### config.mk
export PLATFORM = sky130hd
export DESIGN_NAME = riscv_exec_ctrl_flat
export DESIGN_NICKNAME = d
export VERILOG_FILES = /design/src/rtl/riscv_exec_ctrl_if.sv /design/src/rtl/riscv_exec_ctrl.sv /design/src/flat_wrapper.sv
export SDC_FILE = /design/constraint.sdc
export NUM_CORES = 2
export LEC_CHECK = 0
export CORE_MARGIN = 3
export CORE_UTILIZATION = 56
export CTS_CLUSTER_DIAMETER = 50
export DETAILED_ROUTE_END_ITERATION = 10
export PLACE_DENSITY = 0.79
export SYNTH_ARGS = -nofsm -noshare
export SYNTH_HDL_FRONTEND = slang
export SYNTH_SLANG_ARGS = --single-unit
### constraint.sdc
create_clock -name clock -period 2.13 [get_ports clock]
set_input_delay 0.213 -clock clock [delete_from_list [all_inputs] [get_ports clock]]
set_output_delay 0.213 -clock clock [all_outputs]
set_load 0.005 [all_outputs]
### src/rtl/riscv_exec_ctrl_if.sv
// Decoded-instruction handshake between the decoder and the execution sequencer.
interface riscv_exec_ctrl_if;
  logic        in_valid;
  logic        in_ready;
  logic [6:0]  in_opcode;
  logic [2:0]  in_funct3;
  logic [6:0]  in_funct7;
  logic [19:0] in_imm;
  logic [4:0]  in_rs1;
  logic [4:0]  in_rs2;
  logic [4:0]  in_rd;

  modport master (
    output in_valid, in_opcode, in_funct3, in_funct7, in_imm, in_rs1, in_rs2, in_rd,
    input  in_ready
  );

  modport slave (
    input  in_valid, in_opcode, in_funct3, in_funct7, in_imm, in_rs1, in_rs2, in_rd,
    output in_ready
  );
endinterface

### src/rtl/riscv_exec_ctrl.sv
// Single-issue sequencer for riscv_insn_exec: owns the integer register file and
// walks each decoded instruction through READ, EXEC and WB.
module riscv_exec_ctrl #(
  parameter int unsigned XLEN = 32
) (
  input  logic                clock,
  input  logic                reset_n,
  riscv_exec_ctrl_if.slave    dec,
  output logic [6:0]          ex_opcode,
  output logic [2:0]          ex_funct3,
  output logic [6:0]          ex_funct7,
  output logic [19:0]         ex_imm,
  output logic [XLEN-1:0]     ex_rs1,
  output logic [XLEN-1:0]     ex_rs2,
  input  logic [XLEN-1:0]     ex_rd,
  output logic                wb_en,
  output logic [4:0]          wb_addr,
  output logic [XLEN-1:0]     wb_data,
  output logic                done,
  output logic                illegal,
  input  logic [4:0]          dbg_addr,
  output logic [XLEN-1:0]     dbg_data
);

  localparam int unsigned NREGS  = 32;
  localparam logic [6:0]  OP_LUI = 7'b0110111;
  localparam logic [6:0]  OP_REG = 7'b0110011;

  typedef enum logic [1:0] {IDLE, READ, EXEC, WB} state_t;

  state_t          state;
  logic            in_ready_q;
  logic            accept;
  logic [6:0]      ir_opcode;
  logic [2:0]      ir_funct3;
  logic [6:0]      ir_funct7;
  logic [19:0]     ir_imm;
  logic [4:0]      ir_rs1;
  logic [4:0]      ir_rs2;
  logic [4:0]      ir_rd;
  logic            ir_legal;
  logic [XLEN-1:0] regfile [NREGS];

  // Only encodings whose rd the exec unit actually updates are legal.
  function automatic logic is_legal(input logic [6:0] op, input logic [6:0] f7,
                                    input logic [2:0] f3);
    logic ok;
    ok = 1'b0;
    if (op == OP_LUI) begin
      ok = 1'b1;
    end else if (op == OP_REG) begin
      case ({f7, f3})
        10'b0000000_000, 10'b0100000_000, 10'b0000000_100,
        10'b0000000_110, 10'b0000000_111: ok = 1'b1;
        default:                          ok = 1'b0;
      endcase
    end
    return ok;
  endfunction

  function automatic logic [XLEN-1:0] rf_read(input logic [4:0] idx);
    return (idx == 5'd0) ? '0 : regfile[idx];
  endfunction

  assign accept       = dec.in_valid && ((state == IDLE) || (state == WB));
  assign dec.in_ready = in_ready_q;
  assign wb_data      = ex_rd;
  assign dbg_data     = rf_read(dbg_addr);

  always_ff @(posedge clock or negedge reset_n) begin
    if (!reset_n) begin
      state      <= IDLE;
      in_ready_q <= 1'b1;
      done       <= 1'b0;
      illegal    <= 1'b0;
      wb_en      <= 1'b0;
      wb_addr    <= '0;
      ex_opcode  <= '0;
      ex_funct3  <= '0;
      ex_funct7  <= '0;
      ex_imm     <= '0;
      ex_rs1     <= '0;
      ex_rs2     <= '0;
      ir_opcode  <= '0;
      ir_funct3  <= '0;
      ir_funct7  <= '0;
      ir_imm     <= '0;
      ir_rs1     <= '0;
      ir_rs2     <= '0;
      ir_rd      <= '0;
      ir_legal   <= 1'b0;
      for (int i = 0; i < NREGS; i++) regfile[i] <= '0;
    end else begin
      // Pulses and exec drive default low so the exec unit holds rd outside EXEC.
      done      <= 1'b0;
      illegal   <= 1'b0;
      wb_en     <= 1'b0;
      ex_opcode <= '0;
      ex_funct3 <= '0;
      ex_funct7 <= '0;
      ex_imm    <= '0;
      ex_rs1    <= '0;
      ex_rs2    <= '0;

      if (accept) begin
        ir_opcode <= dec.in_opcode;
        ir_funct3 <= dec.in_funct3;
        ir_funct7 <= dec.in_funct7;
        ir_imm    <= dec.in_imm;
        ir_rs1    <= dec.in_rs1;
        ir_rs2    <= dec.in_rs2;
        ir_rd     <= dec.in_rd;
        ir_legal  <= is_legal(dec.in_opcode, dec.in_funct7, dec.in_funct3);
      end

      // Commit on the WB edge so the following READ observes the new value.
      if ((state == WB) && wb_en) regfile[wb_addr] <= ex_rd;

      case (state)
        IDLE: begin
          if (dec.in_valid) begin
            state      <= READ;
            in_ready_q <= 1'b0;
          end
        end
        READ: begin
          ex_opcode <= ir_legal ? ir_opcode : 7'd0;
          ex_funct3 <= ir_funct3;
          ex_funct7 <= ir_funct7;
          ex_imm    <= ir_imm;
          ex_rs1    <= rf_read(ir_rs1);
          ex_rs2    <= rf_read(ir_rs2);
          state     <= EXEC;
        end
        EXEC: begin
          done       <= 1'b1;
          illegal    <= !ir_legal;
          wb_en      <= ir_legal && (ir_rd != 5'd0);
          wb_addr    <= ir_rd;
          in_ready_q <= 1'b1;
          state      <= WB;
        end
        WB: begin
          if (dec.in_valid) begin
            state      <= READ;
            in_ready_q <= 1'b0;
          end else begin
            state      <= IDLE;
            in_ready_q <= 1'b1;
          end
        end
        default: begin
          state      <= IDLE;
          in_ready_q <= 1'b1;
        end
      endcase
    end
  end

endmodule

### src/flat_wrapper.sv
// flat-port wrapper written by rule: the top's interface ports become plain ports
module riscv_exec_ctrl_flat 
#(
  parameter int unsigned XLEN = 32
)
  (clock, reset_n, ex_opcode, ex_funct3, ex_funct7, ex_imm, ex_rs1, ex_rs2, ex_rd, wb_en, wb_addr, wb_data, done, illegal, dbg_addr, dbg_data, dec_in_valid, dec_in_opcode, dec_in_funct3, dec_in_funct7, dec_in_imm, dec_in_rs1, dec_in_rs2, dec_in_rd, dec_in_ready);
  riscv_exec_ctrl_if dec_i ();
  input  logic clock;
  input  logic reset_n;
  output logic [6:0] ex_opcode;
  output logic [2:0] ex_funct3;
  output logic [6:0] ex_funct7;
  output logic [19:0] ex_imm;
  output logic [XLEN-1:0] ex_rs1;
  output logic [XLEN-1:0] ex_rs2;
  input  logic [XLEN-1:0] ex_rd;
  output logic wb_en;
  output logic [4:0] wb_addr;
  output logic [XLEN-1:0] wb_data;
  output logic done;
  output logic illegal;
  input  logic [4:0] dbg_addr;
  output logic [XLEN-1:0] dbg_data;
  input wire logic [$bits(dec_i.in_valid)-1:0] dec_in_valid;
  input wire logic [$bits(dec_i.in_opcode)-1:0] dec_in_opcode;
  input wire logic [$bits(dec_i.in_funct3)-1:0] dec_in_funct3;
  input wire logic [$bits(dec_i.in_funct7)-1:0] dec_in_funct7;
  input wire logic [$bits(dec_i.in_imm)-1:0] dec_in_imm;
  input wire logic [$bits(dec_i.in_rs1)-1:0] dec_in_rs1;
  input wire logic [$bits(dec_i.in_rs2)-1:0] dec_in_rs2;
  input wire logic [$bits(dec_i.in_rd)-1:0] dec_in_rd;
  output wire logic [$bits(dec_i.in_ready)-1:0] dec_in_ready;
  assign dec_i.in_valid = dec_in_valid;
  assign dec_i.in_opcode = dec_in_opcode;
  assign dec_i.in_funct3 = dec_in_funct3;
  assign dec_i.in_funct7 = dec_in_funct7;
  assign dec_i.in_imm = dec_in_imm;
  assign dec_i.in_rs1 = dec_in_rs1;
  assign dec_i.in_rs2 = dec_in_rs2;
  assign dec_i.in_rd = dec_in_rd;
  assign dec_in_ready = dec_i.in_ready;
  riscv_exec_ctrl #(.XLEN(XLEN)) u_core (.clock(clock), .reset_n(reset_n), .dec(dec_i), .ex_opcode(ex_opcode), .ex_funct3(ex_funct3), .ex_funct7(ex_funct7), .ex_imm(ex_imm), .ex_rs1(ex_rs1), .ex_rs2(ex_rs2), .ex_rd(ex_rd), .wb_en(wb_en), .wb_addr(wb_addr), .wb_data(wb_data), .done(done), .illegal(illegal), .dbg_addr(dbg_addr), .dbg_data(dbg_data));
endmodule
Word level (Yosys, flattened, before mapping)
Cells that the tools add are included.
- bits in registers: 1189
- input port bits: 92
- output and inout bits: 174
- logic and storage cells: 120
- $lt $le $gt $ge: 5
- equality and inequality tests: 10
- multiplexer cells: 34
- bitwise logic cells: 4
- reduce and logical (&&, ||, !) cells: 15
- operators with widths (kind ; count):
    $bwmux 1024 ; 1
    $bmux 32 s5 ; 3
    $mux 32 ; 12
    $demux 32 s5 ; 1
    $eq 10x3->1 const B ; 3
    $ge 6x6->1 const B ; 4
    $not 5->6 ; 4
    $mux 7 ; 3
    $mux 20 ; 1
    $logic_not 5->1 ; 3
    $eq 7x6->1 const B ; 2
    $eq 10x9->1 const B ; 1
    $logic_not 10->1 ; 1
    $mux 1 ; 9
    $pmux 2 s4 ; 1
    $lt 6x1->1 const B ; 1
    $reduce_bool 5->1 ; 1
    $reduce_or 5->1 ; 1
    $eq 2x2->1 const B ; 2
    $logic_and 1x1->1 ; 4
    $mux 3 ; 1
    $pmux 1 s3 ; 1
    $reduce_bool 3->1 ; 1
    $eq 2x1->1 const B ; 1
    other kinds (6) ; 6

Logic depth before layout (Yosys ltp)
- depth in word-level cells: 6
- mapped depth: 8
- gate-level depth less buffers: 5

Least setup slack after synthesis
Ideal clock, no wire load.
- kind: register to register
- start: reg u_core.state[0]
- end: reg u_core.regfile[353] (netlist bit)
- setup time: 0.125 ns
- arrival time: 1.872 ns
- required time: 2.005 ns
- path slack: 0.133 ns
- stages on the path, launching flop included: 7
- buffers on the path: 1
- period minus slack after synthesis: 1.997 ns
- cell sequence: dfrtp_1 ha_1 nand2_2 or3_4 nor2_2 buf_2 mux2_2
- word-level cells in the longest chain between the ends: 2
- ends and longest elaborated chain (what ; line ; text):
    start: declaration ; riscv_exec_ctrl.sv:31 ; state_t state;
    start signal: assignment ; riscv_exec_ctrl.sv:72 ; state <= IDLE;
    start signal: assignment ; riscv_exec_ctrl.sv:122 ; state <= READ;
    start signal: assignment ; riscv_exec_ctrl.sv:133 ; state <= EXEC;
    $eq 2x2->1 ; riscv_exec_ctrl.sv:117 ; if ((state == WB) && wb_en) regfile[wb_addr] <= ex_rd;
    $logic_and 1x1->1 ; riscv_exec_ctrl.sv:117 ;
    end signal: indexed assignment ; riscv_exec_ctrl.sv:117 ;
    end: declaration ; riscv_exec_ctrl.sv:42 ; logic [XLEN-1:0] regfile [NREGS];
No other way between the ends.
A chain may end at the register's enable or synchronous reset.

Final worst setup path
- start: reg u_core.regfile[947] (netlist bit)
- end: out dbg_data[19]
- word-level cells in the longest chain between the ends: 4
- ends and longest elaborated chain (what ; line ; text):
    $bmux 32 s5 ; riscv_exec_ctrl.sv:62 ; return (idx == 5'd0) ? '0 : regfile[idx];
    $mux 32 (not written as such) (2 in a row) ; riscv_exec_ctrl.sv:62 ;
    $mux 32 ; riscv_exec_ctrl.sv:62 ;
    end: declaration ; flat_wrapper.sv:23 ; output logic [XLEN-1:0] dbg_data;
No other way between the ends. The select of a mux whose other input is x is not followed.

==> flow_summary.toml <==
[logic_synthesis]
synthCells = 4359
syn_nets = 4455
async_flop_share_pct = 100
yosys_most_used_dff = "dfrtp_1"
ys_ff_latch = 1189
synth_area_leaders = "dfrtp_1 (44%), mux4_2 (24%), mux2_2 (18%)"
yosysSeqAreaShare_pct = 43.7
syn_area_mm2 = 0.0681
yosys_warnings = 0
yosys-top-cells-count = "dfrtp_1 (1188), mux2_2 (1098), mux4_2 (736)"
syn_area_per_cell_um2 = 15.6
ys_types = 51
synth_top_cell_area_share_pct = 43.6
yosysMostFrequentCell = "dfrtp_1"
synth_edf_count = 0
yosys.area.top_type = "dfrtp_1"

[sta]
rsz0062_at_grt = "yes"
fin_ws_ps = -650
setup_viol = 152
hold_viol_final = 0
timing.final.crit_share_pct = 131
max_freq_ghz = 0.360
slew_violations = 0
timing.hold.ws_ps = 38.0
worst_pin_slew_ps = 530
layout_min_cycle_time_ps = 2780
setup_tns_ps = -26290
skew_ps = 36.9
max_slew_margin_pct = 64.7

[clock_network]
cts.sinks = 1189
clockRootBuffer = "clkbuf_16"
ctsLongestPathBuffers = 3
insertion_delay_ps = 810
cts.clk_slew.worst_paths_ps = 60
ctsHtreeMaxLevel = 4
cts_buffers = 142
cts_tree = "yes"

[worst_setup_path]
path_cells = "mux4_2 > nor2b_1 > a211oi_1 > a311oi_1 > buf_4 > buf_6"
r2r_setup_slack_ps = -250
cp.arrival_ps = 2570
cp-start-kind = "flip-flop"
crit_end = "dbg_data[19]"
path_depth = 6
critPathMaxFanout = 3
slowest_delay_ps = 470
startpoint = "u_core.regfile[947]"
slowest_stage = "mux4_2"
ff2ff_path_depth = 7
endpoint_kind = "output port"
crit_type = "flip-flop to output port"
required_ps = 1920
r2r-start = "u_core.ir_rs2[0]"
rr_endpoint = "u_core.ex_rs2[1]"
path_delay_family = "multiplexers"
worstPathBufferInverterCount = 2

[placed_design]
dp_hpwl_mm = 147
gp_congestion = 0.922
portBuffers = 265

[power_and_ir_drop]
leakagePower_nw = 38.7
ir_drop_uv = 1040
powerDensity_mw_per_mm2 = 999

[cells_and_area]
syn_to_final_growth_pct = 30.7
final_nets = 5394
multi_input_area_mm2 = 0.0379
fillers = 6641
drive_gt1_share_pct = 63.4
seq_area_mm2 = 0.0298

[global_route]
busiest_layer = "met2"
use_met3_pct = 11.4
met2_usage_pct = 56.2
grtUsageMet1_pct = 48.4
grt_pass1_vias = 52600
grt-ovfl-total = 0
antenna_found_initial = 2
grt_first_pass_wirelength_mm = 348
track_usage_pct = 37.4
grt_max_degree = 87

[die]
coreArea_mm2 = 0.120
io_pins = 266
dieArea_mm2 = 0.126
start_util_pct = 56.6
rows = 127
die_h_um = 355
die_x_um = 355

[detailed_routing]
wire_per_inst_um = 35.7
finalWirelength_mm = 251
num_vias = 52000
routed_via_density = 7.39
ant_nets = 0
drc_errors = 0
drtIter0Drc = 7156
dr.pass1.iters = 7

[outcome]
outcome = "finished, violations left"
failed_checks = "setup timing"

[worst_hold_path]
hold_path.class = "input pin to flip-flop"

[job]
drv_cap = 0
[where the power goes]
part           switching (mW)  internal (mW)  total, mW
sequential               1.32           24.3       25.6
combinational            17.7           19.5       37.2
clock                    10.5           15.5       26.1
[sequential cells by signal, indices dropped and copies added (netlist names), 2 cells and up]
register,count
u_core.ir_funct3,3
u_core.ex_imm,20
u_core.ex_funct3,3
u_core.ex_opcode,7
u_core.ir_funct7,7
u_core.ir_rs2,5
u_core.ir_opcode,7
u_core.ir_rs1,5
u_core.ex_rs1,32
u_core.wb_addr,5
u_core.state,2
u_core.ex_rs2,32
u_core.regfile,1024
u_core.ex_funct7,7
u_core.ir_rd,5
u_core.ir_imm,20
[cells by family (layout without fill, tap and decap cells)]
logic type	count (synthesis)	in the layout	share of synthesized area (%)
buffers and inverters	522	1577	3.78
flip-flops	1189	1189	43.7
AND/OR/NAND/NOR	144	144	1.27
adder cells (fa/ha/maj)	4	4	0.0735
multiplexers	2169	2169	47.4
other	0	5	0
AO/OA/AOI/OAI	331	331	3.76
[per-layer routing]
| layer | vias to the layer above | part of all wire, % |
|---|---|---|
| met3 | 1336 | 14 |
| met2 | 4505 | 45 |
| li1 | 19300 | - |
| met1 | 26900 | 34 |
| met5 | - | 0.036 |
| met4 | 2 | 8.1 |
[cell usage in the layout, fill, tap and decap left out, types with 9 or more instances in the layout]
| master | instances |
|---|---|
| a211oi_2 | 28 |
| a221oi_1 | 23 |
| a221oi_2 | 9 |
| a22oi_1 | 22 |
| a22oi_2 | 10 |
| a311oi_2 | 22 |
| and2_1 | 30 |
| buf_12 | 202 |
| buf_16 | 28 |
| buf_2 | 29 |
| buf_4 | 700 |
| buf_6 | 58 |
| buf_8 | 26 |
| bufinv_16 | 19 |
| clkbuf_1 | 26 |
| clkbuf_16 | 164 |
| clkbuf_8 | 19 |
| clkdlybuf4s50_1 | 226 |
| clkinv_2 | 18 |
| dfrtp_1 | 1177 |
| dlygate4sd3_1 | 19 |
| inv_6 | 14 |
| mux2_1 | 15 |
| mux2_2 | 1030 |
| mux2_4 | 68 |
| mux2i_1 | 272 |
| mux2i_2 | 40 |
| mux4_2 | 736 |
| nand2_2 | 12 |
| nor2_4 | 17 |
| nor2b_1 | 26 |
| nor2b_4 | 14 |
| o21ai_0 | 17 |
| o21ai_1 | 18 |
| o21ai_2 | 20 |
| o21ai_4 | 12 |
| o221ai_2 | 55 |
| o22a_1 | 58 |
[repair_timing]
item / CTS / global route
endpoints found under the hold margin: 1106 / 0
cloned: 19 / 20
pin swaps: 105 / 102
endpoints found under the setup margin: 555 / 229
buffers inserted: 129 / 90
hold buffers: 20 / 0
resized for setup: 480 / 233
[worst min path at each step]
stage	slack, ps	cells past startpoint	endpoint	from
final	40	2	u_core.ir_rs1[3]	dec_in_rs1[3]
after CTS	0.3	2	u_core.ir_imm[16]	dec_in_imm[16]
after floorplan	-80	0	u_core.done	reset_n
after global routing	30	2	u_core.ir_imm[13]	dec_in_imm[13]
after global placement	120	1	u_core.regfile[13]	reset_n
after detailed placement	110	1	u_core.regfile[13]	reset_n
[per-stage QoR]
stage	instances	power, mW	utilization (%)	area, µm²	worst slack [ps]
finish	7031	88.9	74.0	89000	-650
global route	7026	91.0	74.0	89000	-666
CTS	6931	85.8	72.2	86900	-591
detailed placement	6523	55.4	65.5	78700	-764
global placement	6523	54.9	65.5	78700	-776
floorplan	4359	43.8	-	68100	133
[layout make-up]
cell class / instances / area share [%]
multi-input cells: 2648 / 42.6
repair buffers: 1313 / 16.1
clock inverters: 72 / 1.14
inverters: 4 / 0.0197
diodes: 5 / 0.0141
clock buffers: 188 / 4.44
well taps: 1612 / 2.27
flip-flops and latches: 1189 / 33.5
(Power assumes the default switching activity.)
